`src/rtl/spectag_tracker_if.sv`:
```
// Dispatch/resolution bus between the speculative-tag generator side and spectag_tracker.
// master drives dispatch and resolution inputs; slave is the tracker.
interface spectag_tracker_if #(
  parameter int SPECTAG_LEN = 5,
  parameter int CNT_LEN     = 3
);
  logic                   enable;
  logic                   branchvalid1;
  logic                   branchvalid2;
  logic [SPECTAG_LEN-1:0] sptag1;
  logic [SPECTAG_LEN-1:0] sptag2;
  logic                   prmiss;
  logic                   prsuccess;
  logic [SPECTAG_LEN-1:0] prtag;
  logic [SPECTAG_LEN-1:0] tagregfix;
  logic [SPECTAG_LEN-1:0] killmask;
  logic [SPECTAG_LEN-1:0] validmask;
  logic [SPECTAG_LEN-1:0] oldesttag;
  logic [CNT_LEN-1:0]     brcount;
  logic                   err;

  modport master (
    output enable, branchvalid1, branchvalid2, sptag1, sptag2,
           prmiss, prsuccess, prtag,
    input  tagregfix, killmask, validmask, oldesttag, brcount, err
  );

  modport slave (
    input  enable, branchvalid1, branchvalid2, sptag1, sptag2,
           prmiss, prsuccess, prtag,
    output tagregfix, killmask, validmask, oldesttag, brcount, err
  );
endinterface

```
`src/rtl/spectag_tracker.sv`:
```
// Tracks live one-hot speculative branch tags and the oldest outstanding branch.
// Optional protocol checker enabled by defining SPECTAG_TRACKER_CHECK_EN.
module spectag_tracker #(
  parameter int SPECTAG_LEN = 5,
  parameter int CNT_LEN     = 3
) (
  input  logic              clk,
  input  logic              reset,
  spectag_tracker_if.slave  bus
);

  logic [SPECTAG_LEN-1:0] r_validmask;
  logic [SPECTAG_LEN-1:0] r_oldesttag;
  logic [CNT_LEN-1:0]     r_brcount;

  logic                   w_alloc;
  logic                   w_resolve;
  logic [SPECTAG_LEN-1:0] w_set;
  logic [SPECTAG_LEN-1:0] w_clr;
  logic [SPECTAG_LEN-1:0] w_valid_next;
  logic [SPECTAG_LEN-1:0] w_oldest_next;
  logic [SPECTAG_LEN-1:0] w_prtag_rot;
  logic [CNT_LEN-1:0]     w_count_next;

  assign w_alloc     = bus.enable & ~bus.prmiss;
  assign w_resolve   = bus.prmiss | bus.prsuccess;
  assign w_prtag_rot = {bus.prtag[SPECTAG_LEN-2:0], bus.prtag[SPECTAG_LEN-1]};

  always_comb begin
    w_set = '0;
    if (w_alloc && bus.branchvalid1) w_set = w_set | bus.sptag1;
    if (w_alloc && bus.branchvalid2) w_set = w_set | bus.sptag2;
    w_clr = (bus.prsuccess && !bus.prmiss) ? bus.prtag : '0;
    w_valid_next = bus.prmiss ? '0 : ((r_validmask & ~w_clr) | w_set);
  end

  // Any resolution advances the oldest pointer; otherwise only the first branch into an empty machine moves it.
  always_comb begin
    w_oldest_next = r_oldesttag;
    if (w_resolve)
      w_oldest_next = w_prtag_rot;
    else if (w_alloc && (r_validmask == '0) && bus.branchvalid1)
      w_oldest_next = bus.sptag1;
    else if (w_alloc && (r_validmask == '0) && bus.branchvalid2)
      w_oldest_next = bus.sptag2;
  end

  always_comb begin
    w_count_next = '0;
    for (int i = 0; i < SPECTAG_LEN; i++)
      w_count_next = w_count_next + CNT_LEN'(w_valid_next[i]);
  end

  always_ff @(posedge clk) begin
    if (reset) begin
      r_validmask <= '0;
      r_oldesttag <= SPECTAG_LEN'(1);
      r_brcount   <= '0;
    end else begin
      r_validmask <= w_valid_next;
      r_oldesttag <= w_oldest_next;
      r_brcount   <= w_count_next;
    end
  end

  assign bus.validmask = r_validmask;
  assign bus.oldesttag = r_oldesttag;
  assign bus.brcount   = r_brcount;
  assign bus.tagregfix = bus.prmiss ? bus.prtag : r_oldesttag;
  assign bus.killmask  = bus.prmiss ? (r_validmask & ~bus.prtag) : '0;

`ifdef SPECTAG_TRACKER_CHECK_EN
  logic r_err;
  logic w_viol;
  logic w_prtag_onehot;

  assign w_prtag_onehot = (bus.prtag != '0) &&
                          ((bus.prtag & (bus.prtag - SPECTAG_LEN'(1))) == '0);

  always_comb begin
    w_viol = 1'b0;
    if (w_alloc && ((w_set & r_validmask) != '0)) w_viol = 1'b1;
    if (w_alloc && bus.branchvalid1 && bus.branchvalid2 && (bus.sptag1 == bus.sptag2))
      w_viol = 1'b1;
    if (w_resolve && ((bus.prtag != r_oldesttag) || (r_validmask == '0) || !w_prtag_onehot))
      w_viol = 1'b1;
  end

  always_ff @(posedge clk) begin
    if (reset)       r_err <= 1'b0;
    else if (w_viol) r_err <= 1'b1;
  end

  assign bus.err = r_err;
`else
  assign bus.err = 1'b0;
`endif

endmodule

```
`src/flat_wrapper.sv`:
```
// flat-port wrapper written by rule: the top's interface ports become plain ports
module spectag_tracker_flat 
#(
  parameter int SPECTAG_LEN = 5,
  parameter int CNT_LEN     = 3
)
  (clk, reset, bus_enable, bus_branchvalid1, bus_branchvalid2, bus_sptag1, bus_sptag2, bus_prmiss, bus_prsuccess, bus_prtag, bus_tagregfix, bus_killmask, bus_validmask, bus_oldesttag, bus_brcount, bus_err);
  spectag_tracker_if #(.SPECTAG_LEN(SPECTAG_LEN), .CNT_LEN(CNT_LEN)) bus_i ();
  input  logic clk;
  input  logic reset;
  input wire logic [$bits(bus_i.enable)-1:0] bus_enable;
  input wire logic [$bits(bus_i.branchvalid1)-1:0] bus_branchvalid1;
  input wire logic [$bits(bus_i.branchvalid2)-1:0] bus_branchvalid2;
  input wire logic [$bits(bus_i.sptag1)-1:0] bus_sptag1;
  input wire logic [$bits(bus_i.sptag2)-1:0] bus_sptag2;
  input wire logic [$bits(bus_i.prmiss)-1:0] bus_prmiss;
  input wire logic [$bits(bus_i.prsuccess)-1:0] bus_prsuccess;
  input wire logic [$bits(bus_i.prtag)-1:0] bus_prtag;
  output wire logic [$bits(bus_i.tagregfix)-1:0] bus_tagregfix;
  output wire logic [$bits(bus_i.killmask)-1:0] bus_killmask;
  output wire logic [$bits(bus_i.validmask)-1:0] bus_validmask;
  output wire logic [$bits(bus_i.oldesttag)-1:0] bus_oldesttag;
  output wire logic [$bits(bus_i.brcount)-1:0] bus_brcount;
  output wire logic [$bits(bus_i.err)-1:0] bus_err;
  assign bus_i.enable = bus_enable;
  assign bus_i.branchvalid1 = bus_branchvalid1;
  assign bus_i.branchvalid2 = bus_branchvalid2;
  assign bus_i.sptag1 = bus_sptag1;
  assign bus_i.sptag2 = bus_sptag2;
  assign bus_i.prmiss = bus_prmiss;
  assign bus_i.prsuccess = bus_prsuccess;
  assign bus_i.prtag = bus_prtag;
  assign bus_tagregfix = bus_i.tagregfix;
  assign bus_killmask = bus_i.killmask;
  assign bus_validmask = bus_i.validmask;
  assign bus_oldesttag = bus_i.oldesttag;
  assign bus_brcount = bus_i.brcount;
  assign bus_err = bus_i.err;
  spectag_tracker #(.SPECTAG_LEN(SPECTAG_LEN), .CNT_LEN(CNT_LEN)) u_core (.clk(clk), .reset(reset), .bus(bus_i));
endmodule
```
`config.mk`:
```
export PLATFORM = sky130hd
export DESIGN_NAME = spectag_tracker_flat
export DESIGN_NICKNAME = d
export VERILOG_FILES = /design/src/rtl/spectag_tracker_if.sv /design/src/rtl/spectag_tracker.sv /design/src/flat_wrapper.sv
export SDC_FILE = /design/constraint.sdc
export NUM_CORES = 1
export LEC_CHECK = 0
export CAP_MARGIN = 10
export CELL_PAD_IN_SITES_DETAIL_PLACEMENT = 0
export CELL_PAD_IN_SITES_GLOBAL_PLACEMENT = 2
export CORE_MARGIN = 2
export CORE_UTILIZATION = 19
export CTS_CLUSTER_DIAMETER = 80
export DETAILED_ROUTE_END_ITERATION = 8
export PLACE_DENSITY_LB_ADDON = 0.1
export SETUP_SLACK_MARGIN = 0.1
export SYNTH_ARGS = -nofsm -noshare
export SYNTH_HDL_FRONTEND = slang
export SYNTH_SLANG_ARGS = --single-unit
```
`constraint.sdc`:
```
create_clock -name clk -period 2.4 [get_ports clk]
set_input_delay 0.24 -clock clk [delete_from_list [all_inputs] [get_ports clk]]
set_output_delay 0.24 -clock clk [all_outputs]
set_load 0.02 [all_outputs]
```
**Yosys cells after proc, flatten, opt, wreduce, memory -nomap -nowiden**

Index checks and enable logic that the tools add are counted.

- Word-level logic and storage cells: 34
- Output and inout port bits: 24
- Input bits: 22
- Register bits: 13

- Reductions and logical operators: 9
- Bitwise gates (word level): 9
- Add/subtract/negate cells: 4
- Multiplexer cells: 9

Operator list:

| operator | count |
|---|---|
| two-way mux 5 bit | 9 |
| AND 5 bit | 2 |
| NOT 5 bit | 2 |
| OR 5 bit | 2 |
| adder 3 x 1 -> 3 bit | 3 |
| logical AND 1 bit | 6 |
| zero test 5 bit | 1 |
| nonzero test 3 bit | 1 |
| adder 1 x 1 -> 2 bit | 1 |
| AND 1 bit | 1 |
| zero test 1 bit | 1 |
| NOT 1 bit | 1 |
| OR 1 bit | 1 |

**Depth between registers and ports, before layout**

- Depth after elaboration: 12
- Depth in mapped cells: 11

**Worst setup path before layout**

OpenSTA, ideal clock, no wires.

- Path type: input to register
- Start: input port bus_branchvalid2
- End: register u_core.r_brcount[1] (netlist: u_core.bus.brcount[1])
- Path buffers: 1
- Stages: 11
- Arrival: 2.388 ns
- Slack: -0.105 ns
- Setup time: 0.117 ns
- Path through: buf_2 a22o_1 a22oi_1 nor2_1 ha_1 inv_1 fa_1 inv_1 ha_1 fa_1 nor2b_1

- Cells in the longest elaborated chain, start to end: 8

RTL lines:

| what | RTL line | RTL |
|---|---|---|
| from (decl) | flat_wrapper.sv:13 | `input wire logic [$bits(bus_i.branchvalid2)-1:0] bus_branchvalid2;` |
| logical AND 1 bit | spectag_tracker.sv:32 | `if (w_alloc && bus.branchvalid2) w_set = w_set \| bus.sptag2;` |
| two-way mux 5 bit | spectag_tracker.sv:32 |  |
| OR 5 bit | spectag_tracker.sv:34 | `w_valid_next = bus.prmiss ? '0 : ((r_validmask & ~w_clr) \| w_set);` |
| two-way mux 5 bit | spectag_tracker.sv:34 |  |
| named net u_core.w_valid_next[0] | spectag_tracker.sv:20 | `logic [SPECTAG_LEN-1:0] w_valid_next;` |
| adder 1 x 1 -> 2 bit | spectag_tracker.sv:51 | `w_count_next = w_count_next + CNT_LEN'(w_valid_next[i]);` |
| adder 3 x 1 -> 3 bit (3 in series) | spectag_tracker.sv:51 |  |
| named net u_core.w_count_next[1] | spectag_tracker.sv:23 | `logic [CNT_LEN-1:0] w_count_next;` |
| to (signal assigned) | spectag_tracker.sv:62 | `r_brcount <= w_count_next;` |
| to (decl) | spectag_tracker.sv:14 | `logic [CNT_LEN-1:0] r_brcount;` |

The timed path passes the listed nets, and every way through them passes these cells.
A chain may end at the register's enable or synchronous reset.

**Final worst setup path**

- Start: input port bus_sptag2[1]
- End: register u_core.r_brcount[1] (netlist: u_core.bus.brcount[1])

- Cells in the longest elaborated chain, start to end: 8

RTL lines:

| what | RTL line | RTL |
|---|---|---|
| from (decl) | flat_wrapper.sv:15 | `input wire logic [$bits(bus_i.sptag2)-1:0] bus_sptag2;` |
| OR 5 bit | spectag_tracker.sv:32 |  |
| two-way mux 5 bit | spectag_tracker.sv:32 |  |
| OR 5 bit | spectag_tracker.sv:34 |  |
| two-way mux 5 bit | spectag_tracker.sv:34 |  |
| named net u_core.w_valid_next[1] | spectag_tracker.sv:20 |  |
| adder 1 x 1 -> 2 bit | spectag_tracker.sv:51 |  |
| adder 3 x 1 -> 3 bit (3 in series) | spectag_tracker.sv:51 |  |
| named net u_core.w_count_next[1] | spectag_tracker.sv:23 |  |

The timed path passes the listed nets, and every way through them passes these cells.

==> out/results.tsv <==
stage	metric	value	unit
run_status	outcome	finished clean	
die	rows	25	
grt	grt_use_met1	18.44	%
placement	place.gp.congestion	0.7755	
sta	finalCritPeriodShare	93.50	%
clock_network	cts_root_buffer	clkbuf_8	
worst_setup_path	crit_path_cell_trace	buf_2 -> a22o_1 -> a22oi_2 -> nor2_1 -> ha_1 -> inv_2 -> fa_1 -> inv_1 -> ha_2 -> fa_1 -> nor2b_1	
power	swShare	30.14	%
routing	ant_nets	0	
worst_setup_path	cpMaxStageDelayCell	fa_1	
worst_setup_path	startpoint_type	input pin	
power	clockPowerShare	29.0	%
sta	tns	0	ps
sta	setup_ws	156.0	ps
worst_setup_path	path_delay_family	adder cells	
finish	final_layout_size_suffix_gt1_share	32.12	%
finish	area_delta_synth_final	74.02	%
grt	grt_max_degree	14	
die	core_area	4723	um2
yosys	avgSynthCellArea	8.891	um2
power	peakVddDrop	0.2222	mV
power	power.internal	473.3	uW
worst_setup_path	crit_required	2540	ps
grt	grt_use_met3	3.292	%
yosys	synth_seq_cells	13	
grt	grt_usage	13.33	%
clock_network	clock_sinks	13	
yosys	mappedNetlistArea	924.6	um2
power	p_leak	0.6529	nW
worst_setup_path	slowest_delay	470	ps
yosys	synth_top_cell_area_share	28.15	%
finish	nets	192	
die	io_pins	46	
yosys	ys_warn_count	0	
yosys	synth.distinct_cells	29	
sta	finalMaxSlewViolations	0	
routing	dr.pass1.iters	4	
sta	max_slew.worst_pin.slew	610.8	ps
yosys	postSynthNetCount	130	
die	initial_utilization	19.58	%
placement	dpl_cell_area	1546	um2
routing	drcViolationCount	0	
placement	dp_hpwl	2746	um
worst_setup_path	crit_arrival	2380	ps
finish	final_area	1609	um2
power	switching_power	204.2	uW
sta	rsz0062_at_grt	true	
die	die_h	73.76	um
finish	final_cell_mix	clkdlybuf4s50_1, buf_4, dfxtp_1, nand2_1	
clock_network	clock_latency	240	ps
grt	grt_pass1_vias	1099	
worst_setup_path	rrSetupSlack	190	ps
grt	antenna_found_initial	0	
sta	fmax	0.4456	GHz
finish	n_antenna_cell	0	
clock_network	cts-hold-fix-buffers	0	
placement	io_buffers	44	
routing	wirelength	3344	um
sta	min_period	2244	ps
routing	via_count	1004	
grt	grtUsageMet2	21.13	%
clock_network	clockBufferDepth	2	
worst_setup_path	crit_buf_inv	3	
run	drv_cap	0	
yosys	synthTopCellsByArea	dfxtp_1, mux2_2, a22o_1	
sta	finalSetupViolCount	0	
grt	gr-total-overflow	0	
finish	post-route-util	34.07	%
die	die-area	5441	um2
grt	grt-busiest-layer	met2	
clock_network	numCtsBuffers	3	
sta	clock_skew	2.926	ps
placement	dp.cells	224	
yosys	synth_top_area_cell	dfxtp_1	
routing	drtIter0Drc	41	
power	powerDensity	421.1	nW/um2
yosys	ys_seq_area_share	28.15	%
yosys	synthCells	104	
finish	fin_cells	232	
routing	viasPerCell	4.328	
routing	wire_per_inst	14.41	um
hold_path	hold_path_class	in2reg	
clock_network	htree_levels	1	
worst_setup_path	criticalPathCategory	in2reg	
placement	place_ws	-484.6	ps
worst_setup_path	cp_max_fo	2	
sta	finalHoldViolations	0	
power	p_comb_share	35.7	%
die	dieWidth	73.76	um
sta	maxSlewHeadroom	58.97	%
power	seqPwrFrac	35.3	%
worst_setup_path	worst_setup_path_end_kind	flop	
clock_network	cts_tree	yes	
finish	final_common_cell	clkdlybuf4s50_1	
worst_setup_path	cp_common_cell	fa_1	
clock_network	path_clk_slew	60	ps
grt	grt_pass1_wl	5423	um
## through the flow
step,power (mW),hold slack [ps]
after floorplan,0.3596,348.5
after global placement,0.4851,560.2
after detailed placement,0.4838,571.7
after CTS,0.6913,477.0
after global routing,0.7224,515.2
final,0.6776,472.8
## final cells by class
cell class / instances / area (um2)
fill: 505 / 3114
sequential: 13 / 261.5
tap: 67 / 83.83
timing repair buffer: 64 / 558.0
inverter: 4 / 15.01
clock buffer: 4 / 45.04
multi-input combinational: 80 / 645.6
## synth_stat cells
cell        n
buf_2       4
a2111oi_4   1
mux2_2      5
a22o_1      5
fa_1        2
nand2b_1    5
a211oi_1    5
clkbuf_1    2
dfxtp_1    13
conb_1      1
buf_4       1
or3b_2      5
a31oi_1     4
ha_1        2
o31ai_1     4
inv_1       4
or2_1       3
nor3_1      6
or4b_4      1
or3_1       2
nor4b_2     1
o21ba_2     1
nor2_1      4
and3b_1     3
nor2b_1     3
and3_1      1
a22oi_1     5
nand2_1    10
a311oi_1    1
## state kept, by name, indices dropped and copies added, names as in the netlist
name,cells
u_core.bus.brcount,3
u_core.bus.oldesttag,5
u_core.bus.validmask,5
## worst min-delay path, delay by kind of cell
| kind | cells | cell delay [ps] |
|---|---|---|
| AOI/OAI and AO/OA | 1 | 50 |
| buffers and inverters | 2 | 340 |
| and+or+nand+nor | 1 | 40 |
## power by group through the flow
stage | clock, mW | sequential [mW] | combinational, mW
finish | 0.197 | 0.239 | 0.242
global placement | 0 | 0.243 | 0.242
detailed placement | 0 | 0.244 | 0.240
CTS | 0.206 | 0.239 | 0.246
global route | 0.216 | 0.241 | 0.266
floorplan | 0 | 0.257 | 0.102
## worst paths after layout
check | start | to | cells after the start
worst min register to register | u_core.bus.oldesttag[1]$_SDFFE_PP0P_ | u_core.bus.oldesttag[1]$_SDFFE_PP0P_ | 2
worst max-delay path | bus_sptag2[1] | u_core.bus.brcount[1]$_SDFF_PP0_ | 11
worst min-delay path | bus_prtag[0] | u_core.bus.oldesttag[1]$_SDFFE_PP0P_ | 4
worst max register to register | u_core.bus.validmask[1]$_SDFF_PP0_ | u_core.bus.brcount[1]$_SDFF_PP0_ | 9
## logic make-up (layout without fill, tap and decap cells)
group | after synthesis | after routing | synth area share, %
AO/OA/AOI/OAI | 26 | 26 | 23.82
adder cells (fa/ha/maj) | 4 | 4 | 7.036
buffers and inverters | 11 | 72 | 5.413
flip-flops | 13 | 13 | 28.15
multiplexers | 5 | 5 | 6.089
other | 1 | 1 | 0.4056
AND/OR/NAND/NOR | 44 | 44 | 29.09
## metal layers
layer / up-vias / wire, um
li1: 504 / -
met1: 467 / 1685
met2: 31 / 1503
met3: 2 / 139
met4: 0 / 16
met5: - / 0
## what timing repair did
item / 4_1_cts / 5_1_grt
setup endpoints to repair: 2 / 2
pin swaps: 13 / 6
resized for setup: 39 / 3
setup buffers: 4 / 0
Power figures use the tool's default switching activity.
